===== src/rtl/systolic_array_MAC_if.sv =====
// Signal bundle between one systolic-array PE and its neighbours: operand inputs,
// activation forwarding and the accumulate result.
interface systolic_array_MAC_if;
  logic        start;
  logic        MAC_shift;
  logic [15:0] in_value;
  logic [15:0] weight;
  logic [15:0] in_accumulate;
  logic [15:0] out_value;
  logic [15:0] out_accumulate;
  logic        value_ready;

  modport MAC (
    input  start, MAC_shift, in_value, weight, in_accumulate,
    output out_value, out_accumulate, value_ready
  );

  modport tb (
    output start, MAC_shift, in_value, weight, in_accumulate,
    input  out_value, out_accumulate, value_ready
  );
endinterface


===== src/rtl/sysarr_mac_unit.sv =====
// Systolic-array PE: binary16 out_accumulate = in_value * weight + in_accumulate,
// computed over a fixed four-stage sequence (MUL, ALIGN, ADD, NORM) after start.
module sysarr_mac_unit (
  input logic               clk,
  input logic               nRST,
  systolic_array_MAC_if.MAC mac_if
);
  typedef enum logic [2:0] {IDLE, MUL, ALIGN, ADD, NORM} state_t;

  localparam logic [15:0] QNAN = 16'h7E00;

  state_t state_q, state_d;

  // Captured operands and the snapshot used by the running operation
  logic [15:0] val_q, val_d, wgt_q, wgt_d, acc_q, acc_d;
  logic [15:0] val_w_q, val_w_d, wgt_w_q, wgt_w_d, acc_w_q, acc_w_d;
  logic [15:0] out_value_q, out_value_d;

  // MUL stage results; significands are fixed point with 20 fraction bits
  logic [21:0]       prod_sig_q, prod_sig_d, addend_sig_q, addend_sig_d;
  logic signed [9:0] prod_exp_q, prod_exp_d, addend_exp_q, addend_exp_d;
  logic              prod_sign_q, prod_sign_d, addend_sign_q, addend_sign_d;
  logic              prod_zero_q, prod_zero_d, addend_zero_q, addend_zero_d;
  logic              spec_q, spec_d;
  logic [15:0]       spec_res_q, spec_res_d;

  // ALIGN stage results; three extra low bits hold guard, round and sticky
  logic [24:0]       big_q, big_d, small_q, small_d;
  logic              big_sign_q, big_sign_d, eff_sub_q, eff_sub_d;
  logic signed [9:0] exp_q, exp_d;

  // ADD stage results
  logic [25:0] mag_q, mag_d;
  logic        sum_sign_q, sum_sign_d;

  logic [15:0] out_acc_q, out_acc_d;
  logic        ready_q, ready_d;

  // Operand unpack: index 0 = activation, 1 = weight, 2 = addend
  logic [15:0] op_w [3];
  logic [2:0]  op_sign, op_zero, op_inf, op_nan;
  logic [4:0]  op_exp [3];
  logic [9:0]  op_frac [3];

  assign op_w[0] = val_w_q;
  assign op_w[1] = wgt_w_q;
  assign op_w[2] = acc_w_q;

  for (genvar gi = 0; gi < 3; gi++) begin : g_unpack
    assign op_sign[gi] = op_w[gi][15];
    assign op_exp[gi]  = op_w[gi][14:10];
    assign op_frac[gi] = op_w[gi][9:0];
    assign op_zero[gi] = (op_exp[gi] == 5'd0);
    assign op_inf[gi]  = (op_exp[gi] == 5'h1F) && (op_frac[gi] == 10'd0);
    assign op_nan[gi]  = (op_exp[gi] == 5'h1F) && (op_frac[gi] != 10'd0);
  end

  logic [10:0] sig_a, sig_b;
  logic [21:0] prod_full;
  logic        prod_inf, prod_sign, prod_zero;

  assign sig_a     = {1'b1, op_frac[0]};
  assign sig_b     = {1'b1, op_frac[1]};
  assign prod_full = sig_a * sig_b;
  assign prod_inf  = op_inf[0] | op_inf[1];
  assign prod_sign = op_sign[0] ^ op_sign[1];
  assign prod_zero = op_zero[0] | op_zero[1];

  always_comb begin
    state_d     = state_q;
    val_d       = val_q;
    wgt_d       = wgt_q;
    acc_d       = acc_q;
    out_value_d = out_value_q;
    val_w_d     = val_w_q;
    wgt_w_d     = wgt_w_q;
    acc_w_d     = acc_w_q;
    if (mac_if.MAC_shift) begin
      val_d       = mac_if.in_value;
      wgt_d       = mac_if.weight;
      acc_d       = mac_if.in_accumulate;
      out_value_d = mac_if.in_value;
    end
    case (state_q)
      IDLE: begin
        if (mac_if.start) begin
          state_d = MUL;
          val_w_d = val_q;
          wgt_w_d = wgt_q;
          acc_w_d = acc_q;
        end
      end
      MUL:     state_d = ALIGN;
      ALIGN:   state_d = ADD;
      ADD:     state_d = NORM;
      NORM:    state_d = IDLE;
      default: state_d = IDLE;
    endcase
  end

  always_comb begin
    prod_sig_d    = prod_sig_q;
    prod_exp_d    = prod_exp_q;
    prod_sign_d   = prod_sign_q;
    prod_zero_d   = prod_zero_q;
    addend_sig_d  = addend_sig_q;
    addend_exp_d  = addend_exp_q;
    addend_sign_d = addend_sign_q;
    addend_zero_d = addend_zero_q;
    spec_d        = spec_q;
    spec_res_d    = spec_res_q;
    if (state_q == MUL) begin
      prod_zero_d   = prod_zero;
      prod_sign_d   = prod_sign;
      prod_sig_d    = prod_zero ? 22'd0 : prod_full;
      prod_exp_d    = $signed({5'd0, op_exp[0]}) + $signed({5'd0, op_exp[1]}) - 10'sd15;
      addend_zero_d = op_zero[2];
      addend_sign_d = op_sign[2];
      addend_sig_d  = op_zero[2] ? 22'd0 : {1'b0, 1'b1, op_frac[2], 10'd0};
      addend_exp_d  = $signed({5'd0, op_exp[2]});
      spec_d        = 1'b0;
      spec_res_d    = 16'd0;
      if ((|op_nan) || (prod_inf && prod_zero) ||
          (prod_inf && op_inf[2] && (prod_sign != op_sign[2]))) begin
        spec_d     = 1'b1;
        spec_res_d = QNAN;
      end else if (prod_inf) begin
        spec_d     = 1'b1;
        spec_res_d = {prod_sign, 5'h1F, 10'd0};
      end else if (op_inf[2]) begin
        spec_d     = 1'b1;
        spec_res_d = {op_sign[2], 5'h1F, 10'd0};
      end
    end
  end

  logic              prod_big;
  logic [24:0]       small_raw;
  logic signed [9:0] exp_diff;
  logic [4:0]        shamt;
  logic [50:0]       wide;

  always_comb begin
    big_d      = big_q;
    small_d    = small_q;
    big_sign_d = big_sign_q;
    eff_sub_d  = eff_sub_q;
    exp_d      = exp_q;
    // A zero operand never wins the exponent compare so the live one sets the scale
    prod_big   = addend_zero_q || (!prod_zero_q && (prod_exp_q >= addend_exp_q));
    if (prod_big) begin
      small_raw = {addend_sig_q, 3'b000};
      exp_diff  = prod_exp_q - addend_exp_q;
    end else begin
      small_raw = {prod_sig_q, 3'b000};
      exp_diff  = addend_exp_q - prod_exp_q;
    end
    if ((exp_diff > 10'sd26) || (exp_diff < 10'sd0)) begin
      shamt = 5'd26;
    end else begin
      shamt = exp_diff[4:0];
    end
    wide = {small_raw, 26'd0} >> shamt;
    if (state_q == ALIGN) begin
      big_d      = prod_big ? {prod_sig_q, 3'b000} : {addend_sig_q, 3'b000};
      big_sign_d = prod_big ? prod_sign_q : addend_sign_q;
      exp_d      = prod_big ? prod_exp_q : addend_exp_q;
      small_d    = {wide[50:27], wide[26] | (|wide[25:0])};
      eff_sub_d  = prod_sign_q ^ addend_sign_q;
    end
  end

  always_comb begin
    mag_d      = mag_q;
    sum_sign_d = sum_sign_q;
    if (state_q == ADD) begin
      sum_sign_d = big_sign_q;
      if (!eff_sub_q) begin
        mag_d = {1'b0, big_q} + {1'b0, small_q};
      end else if (big_q < small_q) begin
        mag_d      = {1'b0, small_q} - {1'b0, big_q};
        sum_sign_d = ~big_sign_q;
      end else begin
        mag_d = {1'b0, big_q} - {1'b0, small_q};
      end
    end
  end

  logic [4:0]        lead;
  logic [24:0]       norm;
  logic              rnd_up;
  logic [10:0]       frac_rnd;
  logic signed [9:0] res_exp, res_exp_rnd;
  logic [15:0]       result;

  always_comb begin
    lead = 5'd0;
    for (int i = 0; i < 26; i++) begin
      if (mag_q[i]) lead = 5'(i);
    end
    // Leading one moves to bit 25 and drops out as the hidden bit
    norm        = 25'(mag_q << (5'd25 - lead));
    rnd_up      = norm[14] & ((|norm[13:0]) | norm[15]);
    frac_rnd    = {1'b0, norm[24:15]} + {10'd0, rnd_up};
    res_exp     = exp_q + $signed({5'd0, lead}) - 10'sd23;
    res_exp_rnd = res_exp + $signed({9'd0, frac_rnd[10]});
    if (spec_q) begin
      result = spec_res_q;
    end else if (mag_q == 26'd0) begin
      result = 16'h0000;
    end else if (res_exp_rnd >= 10'sd31) begin
      result = {sum_sign_q, 5'h1F, 10'd0};
    end else if (res_exp_rnd <= 10'sd0) begin
      result = 16'h0000;
    end else begin
      result = {sum_sign_q, res_exp_rnd[4:0], frac_rnd[9:0]};
    end
    out_acc_d = out_acc_q;
    ready_d   = 1'b0;
    if (state_q == NORM) begin
      out_acc_d = result;
      ready_d   = 1'b1;
    end
  end

  always_ff @(posedge clk) begin
    if (!nRST) begin
      state_q       <= IDLE;
      val_q         <= '0;
      wgt_q         <= '0;
      acc_q         <= '0;
      val_w_q       <= '0;
      wgt_w_q       <= '0;
      acc_w_q       <= '0;
      out_value_q   <= '0;
      prod_sig_q    <= '0;
      prod_exp_q    <= '0;
      prod_sign_q   <= 1'b0;
      prod_zero_q   <= 1'b0;
      addend_sig_q  <= '0;
      addend_exp_q  <= '0;
      addend_sign_q <= 1'b0;
      addend_zero_q <= 1'b0;
      spec_q        <= 1'b0;
      spec_res_q    <= '0;
      big_q         <= '0;
      small_q       <= '0;
      big_sign_q    <= 1'b0;
      eff_sub_q     <= 1'b0;
      exp_q         <= '0;
      mag_q         <= '0;
      sum_sign_q    <= 1'b0;
      out_acc_q     <= '0;
      ready_q       <= 1'b0;
    end else begin
      state_q       <= state_d;
      val_q         <= val_d;
      wgt_q         <= wgt_d;
      acc_q         <= acc_d;
      val_w_q       <= val_w_d;
      wgt_w_q       <= wgt_w_d;
      acc_w_q       <= acc_w_d;
      out_value_q   <= out_value_d;
      prod_sig_q    <= prod_sig_d;
      prod_exp_q    <= prod_exp_d;
      prod_sign_q   <= prod_sign_d;
      prod_zero_q   <= prod_zero_d;
      addend_sig_q  <= addend_sig_d;
      addend_exp_q  <= addend_exp_d;
      addend_sign_q <= addend_sign_d;
      addend_zero_q <= addend_zero_d;
      spec_q        <= spec_d;
      spec_res_q    <= spec_res_d;
      big_q         <= big_d;
      small_q       <= small_d;
      big_sign_q    <= big_sign_d;
      eff_sub_q     <= eff_sub_d;
      exp_q         <= exp_d;
      mag_q         <= mag_d;
      sum_sign_q    <= sum_sign_d;
      out_acc_q     <= out_acc_d;
      ready_q       <= ready_d;
    end
  end

  assign mac_if.out_value      = out_value_q;
  assign mac_if.out_accumulate = out_acc_q;
  assign mac_if.value_ready    = ready_q;
endmodule


===== src/flat_wrapper.sv =====
// flat-port wrapper written by rule: the top's interface ports become plain ports
module sysarr_mac_unit_flat 
  (clk, nRST, mac_if_start, mac_if_MAC_shift, mac_if_in_value, mac_if_weight, mac_if_in_accumulate, mac_if_out_value, mac_if_out_accumulate, mac_if_value_ready);
  systolic_array_MAC_if mac_if_i ();
  input logic clk;
  input logic nRST;
  input wire logic [$bits(mac_if_i.start)-1:0] mac_if_start;
  input wire logic [$bits(mac_if_i.MAC_shift)-1:0] mac_if_MAC_shift;
  input wire logic [$bits(mac_if_i.in_value)-1:0] mac_if_in_value;
  input wire logic [$bits(mac_if_i.weight)-1:0] mac_if_weight;
  input wire logic [$bits(mac_if_i.in_accumulate)-1:0] mac_if_in_accumulate;
  output wire logic [$bits(mac_if_i.out_value)-1:0] mac_if_out_value;
  output wire logic [$bits(mac_if_i.out_accumulate)-1:0] mac_if_out_accumulate;
  output wire logic [$bits(mac_if_i.value_ready)-1:0] mac_if_value_ready;
  assign mac_if_i.start = mac_if_start;
  assign mac_if_i.MAC_shift = mac_if_MAC_shift;
  assign mac_if_i.in_value = mac_if_in_value;
  assign mac_if_i.weight = mac_if_weight;
  assign mac_if_i.in_accumulate = mac_if_in_accumulate;
  assign mac_if_out_value = mac_if_i.out_value;
  assign mac_if_out_accumulate = mac_if_i.out_accumulate;
  assign mac_if_value_ready = mac_if_i.value_ready;
  sysarr_mac_unit u_core (.clk(clk), .nRST(nRST), .mac_if(mac_if_i));
endmodule

===== config.mk =====
export PLATFORM = sky130hd
export DESIGN_NAME = sysarr_mac_unit_flat
export DESIGN_NICKNAME = d
export VERILOG_FILES = /design/src/rtl/systolic_array_MAC_if.sv /design/src/rtl/sysarr_mac_unit.sv /design/src/flat_wrapper.sv
export SDC_FILE = /design/constraint.sdc
export NUM_CORES = 1
export LEC_CHECK = 0
export CAP_MARGIN = 10
export CORE_MARGIN = 2
export CORE_UTILIZATION = 54
export CTS_BUF_LIST = sky130_fd_sc_hd__clkbuf_8
export CTS_CLUSTER_DIAMETER = 200
export DETAILED_ROUTE_END_ITERATION = 10
export GPL_TIMING_DRIVEN = 0
export PLACE_DENSITY = 0.72
export SLEW_MARGIN = 20
export SYNTH_ARGS = -nofsm -noshare
export SYNTH_HDL_FRONTEND = slang
export SYNTH_SLANG_ARGS = --single-unit

===== constraint.sdc =====
create_clock -name clk -period 8.99 [get_ports clk]
set_input_delay 1.3485 -clock clk [delete_from_list [all_inputs] [get_ports clk]]
set_output_delay 1.3485 -clock clk [all_outputs]
set_load 0.01 [all_outputs]

## After elaboration in Yosys (flattened, before gate mapping)

Cells that the tools add are included.

- Register bits after elaboration: 285
- Bits in latches: 0
- RAM bits: 0
- Memory bits (read-only): 0
- Input port bits: 52
- Word-level logic and storage cells: 144
- Memories: 0

- Add/sub/neg operators: 12
- $mul: 1
- Divide/modulo/power cells: 0
- Magnitude comparators: 6
- Equal/unequal tests: 9
- Shift operators: 2
- Mux-type cells: 50
- Bitwise operators: 8
- Reduce and logical (&&, ||, !) cells: 30

Operators by type and width:

| cell | count |
|---|---|
| $mux W16 | 7 |
| $mux W5 | 11 |
| $mux W26 | 2 |
| $sub A25 B25 Y26 | 2 |
| $shr A51 B5 Y51 | 1 |
| $mux W25 | 2 |
| $mux W4 | 8 |
| $logic_not A10 Y1 | 3 |
| $reduce_bool A10 Y1 | 3 |
| $add A25 B25 Y26 | 1 |
| $logic_not A26 Y1 | 1 |
| $reduce_or A26 Y1 | 1 |
| $shl A26 B5 Y25 | 1 |
| $lt A25 B25 Y1 | 1 |
| $mul A11 B11 Y22 | 1 |
| $mux W22 | 1 |
| $mux W21 | 1 |
| $mux W10 | 2 |
| $eq A5 B5 Y1 const B | 3 |
| $logic_not A5 Y1 | 3 |
| $mux W3 | 5 |
| $reduce_or A14 Y1 | 1 |
| $pmux W3 S4 | 1 |
| $add A10 B1 Y11 | 1 |
| other kinds (30) | 55 |

## Longest topological paths before layout

Gate-level depths: netlist (run 1).

- Depth after elaboration: 37
- Gate-level depth with buffers: 40

## Worst setup path after synthesis (run 1)

Ideal clock, no wire load.

- Path kind: register to register
- From: reg u_core.mag_q[16]
- To: reg u_core.out_acc_q[3], in the netlist u_core.mac_if.out_accumulate[3]
- Library setup time: 0.059 ns
- Arrival: 7.391 ns
- Data required time: 8.931 ns
- Path slack: 1.540 ns
- Cell stages (with the launch flop): 40
- Buffers on the path: 6
- Cell sequence: dfxtp_1 buf_2 nor2_1 nor3_1 o311ai_0 nand2_1 nor2_2 inv_2 buf_1 ha_1 clkbuf_1 clkbuf_1 clkbuf_1 nand3_1 o211ai_1 nand3_1 nand2_1 ha_1 [4 not listed] inv_1 ha_1 fa_1 a21oi_1 nor2_1 nor2_1 o21bai_1 a21oi_1 nand2b_1 a311oi_1 a31o_2 a22oi_1 nor3_1 a21bo_2 nor3b_1 and2_1 clkbuf_1 a22o_1

- Cells in the longest elaborated chain, start to end: 22

RTL lines:

| element | RTL line | source |
|---|---|---|
| start: declaration | sysarr_mac_unit.sv:33 | `logic [25:0] mag_q, mag_d;` |
| start signal: assignment | sysarr_mac_unit.sv:279 | `mag_q <= mag_d;` |
| $mux W5 (10 in a row) | sysarr_mac_unit.sv:199 | `if (mag_q[i]) lead = 5'(i);` |
| $sub A5 B5 Y5 | sysarr_mac_unit.sv:202 | `norm = 25'(mag_q << (5'd25 - lead));` |
| $shl A26 B5 Y25 | sysarr_mac_unit.sv:202 |  |
| $reduce_or A14 Y1 | sysarr_mac_unit.sv:203 | `rnd_up = norm[14] & ((\|norm[13:0]) \| norm[15]);` |
| $or A1 B1 Y1 | sysarr_mac_unit.sv:203 |  |
| $and A1 B1 Y1 | sysarr_mac_unit.sv:203 |  |
| $add A10 B1 Y11 | sysarr_mac_unit.sv:204 | `frac_rnd = {1'b0, norm[24:15]} + {10'd0, rnd_up};` |
| $add A10 B2 Y10 | sysarr_mac_unit.sv:206 | `res_exp_rnd = res_exp + $signed({9'd0, frac_rnd[10]});` |
| $le A10 B1 Y1 | sysarr_mac_unit.sv:213 | `end else if (res_exp_rnd <= 10'sd0) begin` |
| $mux W16 | sysarr_mac_unit.sv:213 |  |
| $mux W16 | sysarr_mac_unit.sv:211 | `end else if (res_exp_rnd >= 10'sd31) begin` |
| $mux W16 (*) | sysarr_mac_unit.sv:209 | `end else if (mag_q == 26'd0) begin` |
| $mux W16 (*) | sysarr_mac_unit.sv:207 | `if (spec_q) begin` |
| end signal: assignment | sysarr_mac_unit.sv:281 | `out_acc_q <= out_acc_d;` |
| end: declaration | sysarr_mac_unit.sv:36 | `logic [15:0] out_acc_q, out_acc_d;` |

Mark *: on every way between the ends. The rest lies on a longest branch, timed or not.
A chain may end at the register's enable or synchronous reset.

## Worst setup path in the final report (run 1)

- From: reg u_core.mag_q[2]
- To: reg u_core.out_acc_q[4], in the netlist u_core.mac_if.out_accumulate[4]

- Cells in the longest elaborated chain, start to end: 36

RTL lines:

| element | RTL line |
|---|---|
| $mux W2 (2 in a row) | sysarr_mac_unit.sv:199 |
| $mux W3 (4 in a row) | sysarr_mac_unit.sv:199 |
| $mux W4 (8 in a row) | sysarr_mac_unit.sv:199 |
| $mux W5 (10 in a row) | sysarr_mac_unit.sv:199 |
| $sub A5 B5 Y5 | sysarr_mac_unit.sv:202 |
| $shl A26 B5 Y25 | sysarr_mac_unit.sv:202 |
| $reduce_or A14 Y1 | sysarr_mac_unit.sv:203 |
| $or A1 B1 Y1 | sysarr_mac_unit.sv:203 |
| $and A1 B1 Y1 | sysarr_mac_unit.sv:203 |
| $add A10 B1 Y11 | sysarr_mac_unit.sv:204 |
| $add A10 B2 Y10 | sysarr_mac_unit.sv:206 |
| $le A10 B1 Y1 | sysarr_mac_unit.sv:213 |
| $mux W16 | sysarr_mac_unit.sv:213 |
| $mux W16 | sysarr_mac_unit.sv:211 |
| $mux W16 (*) | sysarr_mac_unit.sv:209 |
| $mux W16 (*) | sysarr_mac_unit.sv:207 |

Marked as above.

==> results of run 1 <==
path summary, 6_finish.rpt:
path | startpoint | end | slack (ns)
min | u_core.acc_q[8]$_SDFFE_PN0P_ | u_core.acc_w_q[8]$_SDFFE_PN0P_ | 0.45
min reg2reg | u_core.acc_q[8]$_SDFFE_PN0P_ | u_core.acc_w_q[8]$_SDFFE_PN0P_ | 0.45
max reg2reg | u_core.mag_q[2]$_SDFFE_PN0P_ | u_core.mac_if.out_accumulate[4]$_SDFFE_PN0P_ | 0.57
max | u_core.mag_q[2]$_SDFFE_PN0P_ | u_core.mac_if.out_accumulate[4]$_SDFFE_PN0P_ | 0.57
flip-flops by register name, indices dropped and copies added (netlist names), 3 cells and up:
name	cells
u_core.acc_q	16
u_core.addend_exp_q	5
u_core.state_q	3
u_core.prod_exp_q	10
u_core.spec_res_q	3
u_core.mag_q	26
u_core.addend_sig_q	11
u_core.wgt_w_q	16
u_core.prod_sig_q	22
u_core.acc_w_q	16
u_core.mac_if.out_accumulate	16
u_core.small_q	25
u_core.mac_if.out_value	16
u_core.big_q	22
u_core.val_w_q	16
u_core.wgt_q	16
u_core.exp_q	10
cell families (layout without fill, tap and decap cells):
family	count (synthesis)	in the layout	share of synthesized area, %
DFF	257	257	23.9
buffers and inverters	420	582	7.69
AOI/OAI and AO/OA	707	707	21.2
xor gates and xnor gates	74	74	3.05
and+or+nand+nor	989	989	21.2
adders and majority gates	244	244	17.2
muxes	114	114	5.80
other	0	1	0
cell type report:
cell class	instances	area (um2)
fill	3638	15500
multi-input combinational	2128	14800
sequential	257	5140
inverter	234	878
timing repair buffer	83	831
clock buffer	59	812
buffer	185	776
tap	525	657
clock inverter	21	181
antenna	1	2.50
metrics by stage:
step | TNS, ns | cells
after floorplan | 0 | 2805
after global placement | -1.42 | 3413
after detailed placement | -2.16 | 3413
after CTS | 0 | 3492
after global routing | 0 | 3492
final | 0 | 3493
layer usage:
metal / up-vias / global-route usage, % / share of wire, %
met4: 0 / 14.4 / 4.3
met3: 170 / 4.75 / 6.2
li1: 10015 / - / -
met2: 807 / 58.7 / 48
met1: 10036 / 42.3 / 42
met5: - / 0 / 0
power by group through the flow:
stage                     Clock, mW  Combinational, mW  Sequential (mW)
after floorplan                   0               1.14             1.25
after global placement            0               1.60             1.27
after detailed placement          0               1.61             1.27
after CTS                      1.19               1.61             1.24
after global routing           1.24               1.80             1.25
final                          1.18               1.67             1.25
critical path, delay by kind of cell, from the launching register on:
kind / cells / cell delay (ns)
AO/OA/AOI/OAI: 12 / 2.78
AND/OR/NAND/NOR: 13 / 2.35
buffers and inverters: 7 / 1.49
adder cells (fa/ha/maj): 5 / 1.42
flip-flops: 1 / 0.29
timing repair:
action / 4_1_cts / 5_1_grt
hold buffers: 0 / 0
endpoints found under the setup margin: 9 / 11
cloned: 0 / 0
gates resized for setup: 1 / 10
cells in the final DEF, fill, tap and decap left out, drive strengths merged, types with 13 or more instances in the layout:
master | netlist | final
a211oi | 49 | 49
a21o | 32 | 32
a21oi | 262 | 262
a22oi | 35 | 35
a311oi | 26 | 26
a31oi | 24 | 24
and2 | 70 | 70
and3 | 16 | 16
buf | 51 | 50
clkbuf | 135 | 194
clkdlybuf4s50 | 0 | 83
dfxtp | 257 | 257
fa | 86 | 86
ha | 158 | 158
inv | 233 | 243
mux2 | 15 | 15
mux2i | 93 | 93
nand2 | 361 | 361
nand3 | 97 | 97
nand4 | 13 | 13
nor2 | 264 | 264
nor2b | 16 | 16
nor3 | 62 | 62
nor4 | 18 | 18
o211ai | 14 | 14
o21ai | 103 | 103
o21bai | 24 | 24
o22ai | 23 | 23
xnor2 | 56 | 56
xor2 | 18 | 18
==> metrics.md, run 1 <==
| Metric | Value |
|---|---|
| Status | finished, final reports clean |
| CP required | 9.54 ns |
| Startpoint Class | flip-flop |
| FP Rows | 73 |
| CTS tree | built |
| Largest stage delay, worst path | 0.47 ns |
| Slowest CP cell | o211ai_1 |
| Pin count of the biggest net entering global routing | 20 |
| RSZ-0062 raised after global routing | no |
| Register area share after synthesis | 23.9% |
| Final Cycle Share | 93.7% |
| Design Power | 4.09 mW |
| Final WS setup | 0.571 ns |
| Top cell type's share of synthesized area | 23.9% |
| Count leader, synth | nand2_1 |
| Synthesis Warnings | 0 |
| Port-buffer cells | 83 |
| Final hold slack | 0.449 ns |
| Worst slack, placed | -0.327 ns |
| Final setup vio count | 0 |
| Drt pass-1 iters | 6 |
| WS Path Type | reg2reg |
| Element type at the critical path end | flip-flop |
| Finished Core Util | 60.8% |
| Clk Latency, worst-skew pair | 0.64 ns |
| Fmax | 119 MHz |
| Number of antenna violations at the first check in global routing | 0 |
| Reg clk slew, reported paths | 0.06 ns |
| Drt first-iter violations | 1790 |
| DRC viols | 0 |
| Setup bufs post-CTS | 0 |
| MaxCap Viol Count | 0 |
| Max H-tree Level | 2 |
| Clock Root Buffer | clkbuf_8 |
| Internal power | 2.41 mW |
| Psw | 1.67 mW |
| GRT Resource Usage Total | 34.0% |
| Netlist cell types | 98 |
| Post-synth top cells | nand2_1 (359), nor2_1 (263), a21oi_1 (261), dfxtp_1 (257), inv_1 (230) |
| Design area | 24000 um2 |
| Synthesis-to-finish area growth | 11.7% |
| Crit path top cell by count | ha_1 |
| CTS Sinks | 257 |
| Ranking of synthesized cells by area | dfxtp_1 (24%), ha_1 (9.2%), fa_1 (8.0%), nand2_1 (6.3%), a21oi_1 (6.1%) |
| Cell Area, Placed | 23000 um2 |
| First-pass GRT wire length | 112000 um |
| Slew Limit Fails | 0 |
| Number of synthesized flops with an enable pin | 0 |
| Layout Nets | 3231 |
| Seq pwr share | 30.5% |
| Fraction of layout cells with a size suffix above 1 | 5.76% |
| Worst clock skew | 0.0428 ns |
| Core Region | 39500 um2 |
| Leak | 10.1 nW |
| Deepest clock path buffer count | 3 |
| Synth Register Bits | 257 |
| Total gr overflow | 0 |
| Via-per-instance ratio | 6.02 |
| Antenna Nets Post-Route | 0 |
| DP HPWL | 56100 um |
| Syn nets | 3101 |
| Die Span X | 204 um |
| Min Tclk post-route | 8.42 ns |
| Die Area | 41500 um2 |
| Max-slew headroom | 34.1% |
| Initial core utilization | 54.4% |
| Ys async rst share | 0% |
| Clock power share | 28.8% |
| Hold WC Path Type | reg2reg |
| Power per cell area | 170 nW/um2 |
| Detailed Route WL | 70600 um |
| GPL Wtd Cong | 0.994 |
| Switching Share | 41.0% |
| Hold Vio Cnt, Final | 0 |
| I/O pin cnt | 85 |
| Combinational power share | 40.8% |
| Worst hold stages | 2 |
| Area leader, netlist | dfxtp_1 |
| Peak supply drop | 0.179 mV |
| Reg2Reg Depth | 37 |
| Synth Flop Type | dfxtp_1 |
| Avg WL per Cell | 20.2 um |
| Worst-margin pin slew | 0.987 ns |
| Post-Syn Area | 21500 um2 |
| CTS Buf Count | 46 |
| Via Count | 21028 |
| Synthesized area per cell | 7.67 um2 |
| Crit path max fanout | 19 |
| Die H | 204 um |
| Post-Syn Instances | 2805 |
| WP data arrival | 8.97 ns |
| Vias in the first global route | 20577 |
No activity file was read; power rests on OpenSTA's default activity.
==> run 2, diff against run 1 <==
Settings changed: CORE_MARGIN 2 to default, HOLD_SLACK_MARGIN from default to 0.03, PLACE_DENSITY 0.72 to 0.73.
==> run 2 against run 1 <==
Net effect:
- non-clock buffer count is the same
- maximum frequency grew 0.59%
- global-route usage grew 0.33 points
- critical path depth shrank 3
- core utilization grew 0.79 points
- cell count shrank 0.20%
- largest cell class unchanged
- clock power is essentially flat
- count of clock-buffer cells in the layout shrank 4
- first-iteration DRC count grew 0.89%
- clock skew shrank 0.0069 ns
- die area shrank 2.0%
- sequential power is essentially flat
==> metrics.md, run 2 (same netlist as run 1, synthesis figures left out) <==
| Metric | Value |
|---|---|
| GRT Resource Usage Total | 34.3% (was 34.0%) |
| Port-buffer cells | 83 (unchanged) |
| Leak | 10.1 nW (about the same) |
| Final Non-Filler Cells | 3486 (was 3493) |
| Final Cycle Share | 93.1% (was 93.7%) |
| Reg clk slew, reported paths | 0.06 ns (about the same) |
| Max-slew headroom | 31.2% (was 34.1%) |
| Max H-tree Level | 2 (unchanged) |
| # hold bufs at CTS | 0 (unchanged) |
| CTS Sinks | 257 (unchanged) |
| Final setup vio count | 0 (unchanged) |
| Die Span X | 202 um (was 204 um) |
| Peak supply drop | 0.116 mV (was 0.179 mV) |
| Max reg flops | 26 (unchanged) |
| Fmax | 119 MHz (about the same) |
| DP HPWL | 55100 um (was 56100 um) |
| Element type at the critical path end | flip-flop (unchanged) |
| Via-per-instance ratio | 6.05 (was 6.02) |
| Number of antenna violations at the first check in global routing | 1 (was 0) |
| MaxCap Viol Count | 0 (unchanged) |
| Slowest CP cell | xnor2_2 (was o211ai_1) |
| Finished Core Util | 61.6% (was 60.8%) |
| Hold WC Path Type | reg2reg (unchanged) |
| Most frequent cells in the layout | nand2_1 (359), nor2_1 (263), a21oi_1 (260) (unchanged) |
| Clk Latency, worst-skew pair | 0.63 ns (was 0.64 ns) |
| Most flops, register | u_core.mag_q (unchanged) |
| Crit path max fanout | 10 (was 19) |
| FP Rows | 72 (was 73) |
| CP required | 9.54 ns (about the same) |
| Layout Nets | 3229 (was 3231) |
| CTS tree | built (unchanged) |
| Min Tclk post-route | 8.37 ns (was 8.42 ns) |
| Largest stage delay, worst path | 0.50 ns (was 0.47 ns) |
| CTS Buf Count | 44 (was 46) |
| Synthesis-to-finish area growth | 11.6% (was 11.7%) |
| Initial core utilization | 55.2% (was 54.4%) |
| Worst-margin pin slew | 1.03 ns (was 0.987 ns) |
| Power per cell area | 170 nW/um2 (about the same) |
| Via Count | 21087 (was 21028) |
| DRC viols | 0 (unchanged) |
| Worst clock skew | 0.0359 ns (was 0.0428 ns) |
| Clock Root Buffer | clkbuf_8 (unchanged) |
| Slew Limit Fails | 0 (unchanged) |
| Detailed Route WL | 70000 um (was 70600 um) |
| Startpoint Class | flip-flop (unchanged) |
| Antenna Nets Post-Route | 0 (unchanged) |
| Total gr overflow | 0 (unchanged) |
| Core Region | 39000 um2 (was 39500 um2) |
| Fillers | 3587 (was 3638) |
| WP data arrival | 8.92 ns (was 8.97 ns) |
| Drt first-iter violations | 1806 (was 1790) |
| Final hold slack | 0.459 ns (was 0.449 ns) |
| ANT cells | 0 (was 1) |
| RSZ-0062 raised after global routing | no (unchanged) |
| Die Area | 40700 um2 (was 41500 um2) |
| WS Path Type | reg2reg (unchanged) |
| Status | finished, final reports clean (unchanged) |
| Hold Vio Cnt, Final | 0 (unchanged) |
| Drt pass-1 iters | 6 (unchanged) |
| Placed instance count | 3406 (was 3413) |
| Die H | 202 um (was 204 um) |
| First-pass GRT wire length | 111000 um (was 112000 um) |
| Biggest regs | u_core.mag_q x26, u_core.small_q x25 (unchanged) |
| Pin count of the biggest net entering global routing | 15 (was 20) |
| Fraction of layout cells with a size suffix above 1 | 5.76% (about the same) |
| I/O pin cnt | 85 (unchanged) |
| GPL Wtd Cong | 1.01 (was 0.994) |
| Vias in the first global route | 20622 (was 20577) |
| Avg WL per Cell | 20.1 um (was 20.2 um) |
| Deepest clock path buffer count | 3 (unchanged) |
| Most common cell after layout, fill and taps aside | nand2_1 (unchanged) |
| Design Power | 4.09 mW (about the same) |
-- run 2: through the flow --
step / cell area [um2] / TNS (ns) / worst slack (ns)
4_1_cts: 24000 / 0 / 0.181
3_3_place_gp: 23000 / -0.976 / -0.166
5_1_grt: 24000 / 0 / 0.0371
3_5_place_dp: 23000 / -1.45 / -0.246
2_1_floorplan: 21500 / 0 / 1.54
6_report: 24000 / 0 / 0.620
-- run 2: timing repair --
item	CTS	global route
endpoints found under the setup margin	9	16
buffers inserted	0	1
resized for setup	3	8
pin swaps	0	1
-- run 2: final timing paths --
check,start,to,slack (ns),depth (start not counted)
worst max register to register,u_core.mag_q[2]$_SDFFE_PN0P_,u_core.mac_if.out_accumulate[5]$_SDFFE_PN0P_,0.62,34
worst min register to register,u_core.acc_q[8]$_SDFFE_PN0P_,u_core.acc_w_q[8]$_SDFFE_PN0P_,0.46,2
worst min-delay path,u_core.acc_q[8]$_SDFFE_PN0P_,u_core.acc_w_q[8]$_SDFFE_PN0P_,0.46,2
worst max-delay path,u_core.mag_q[2]$_SDFFE_PN0P_,u_core.mac_if.out_accumulate[5]$_SDFFE_PN0P_,0.62,34
-- run 2: cell type report --
type	count	area, um2	area share, %
repair buffers	84	838	3.49
clock inverters	26	233	0.969
inverters	234	878	3.66
clock buffers	55	757	3.15
well taps	518	648	2.70
flip-flops and latches	257	5140	21.4
plain buffers	184	773	3.22
multi-input cells	2128	14700	61.4
-- run 2: critical path, delay by kind of cell, from the launching register on --
family | cells | cell delay, ns
xor gates and xnor gates | 2 | 0.66
DFF | 1 | 0.30
and+or+nand+nor | 7 | 1.77
buffers and inverters | 5 | 1.13
adders and majority gates | 3 | 0.73
AOI/OAI and AO/OA | 16 | 3.28
muxes | 1 | 0.39
-- run 2: report_power, final --
part,switching [mW],internal [mW]
combinational,1.09,0.569
sequential,0.0593,1.19
clock,0.535,0.651
total,1.68,2.41
-- run 2: routing by layer --
| layer | part of all wire (%) | track usage, % | up-vias |
|---|---|---|---|
| li1 | - | - | 10003 |
| met1 | 41 | 43.3 | 9986 |
| met2 | 47 | 58.2 | 894 |
| met3 | 6.6 | 4.16 | 202 |
| met4 | 4.9 | 16.2 | 2 |
| met5 | 0.019 | 0 | - |
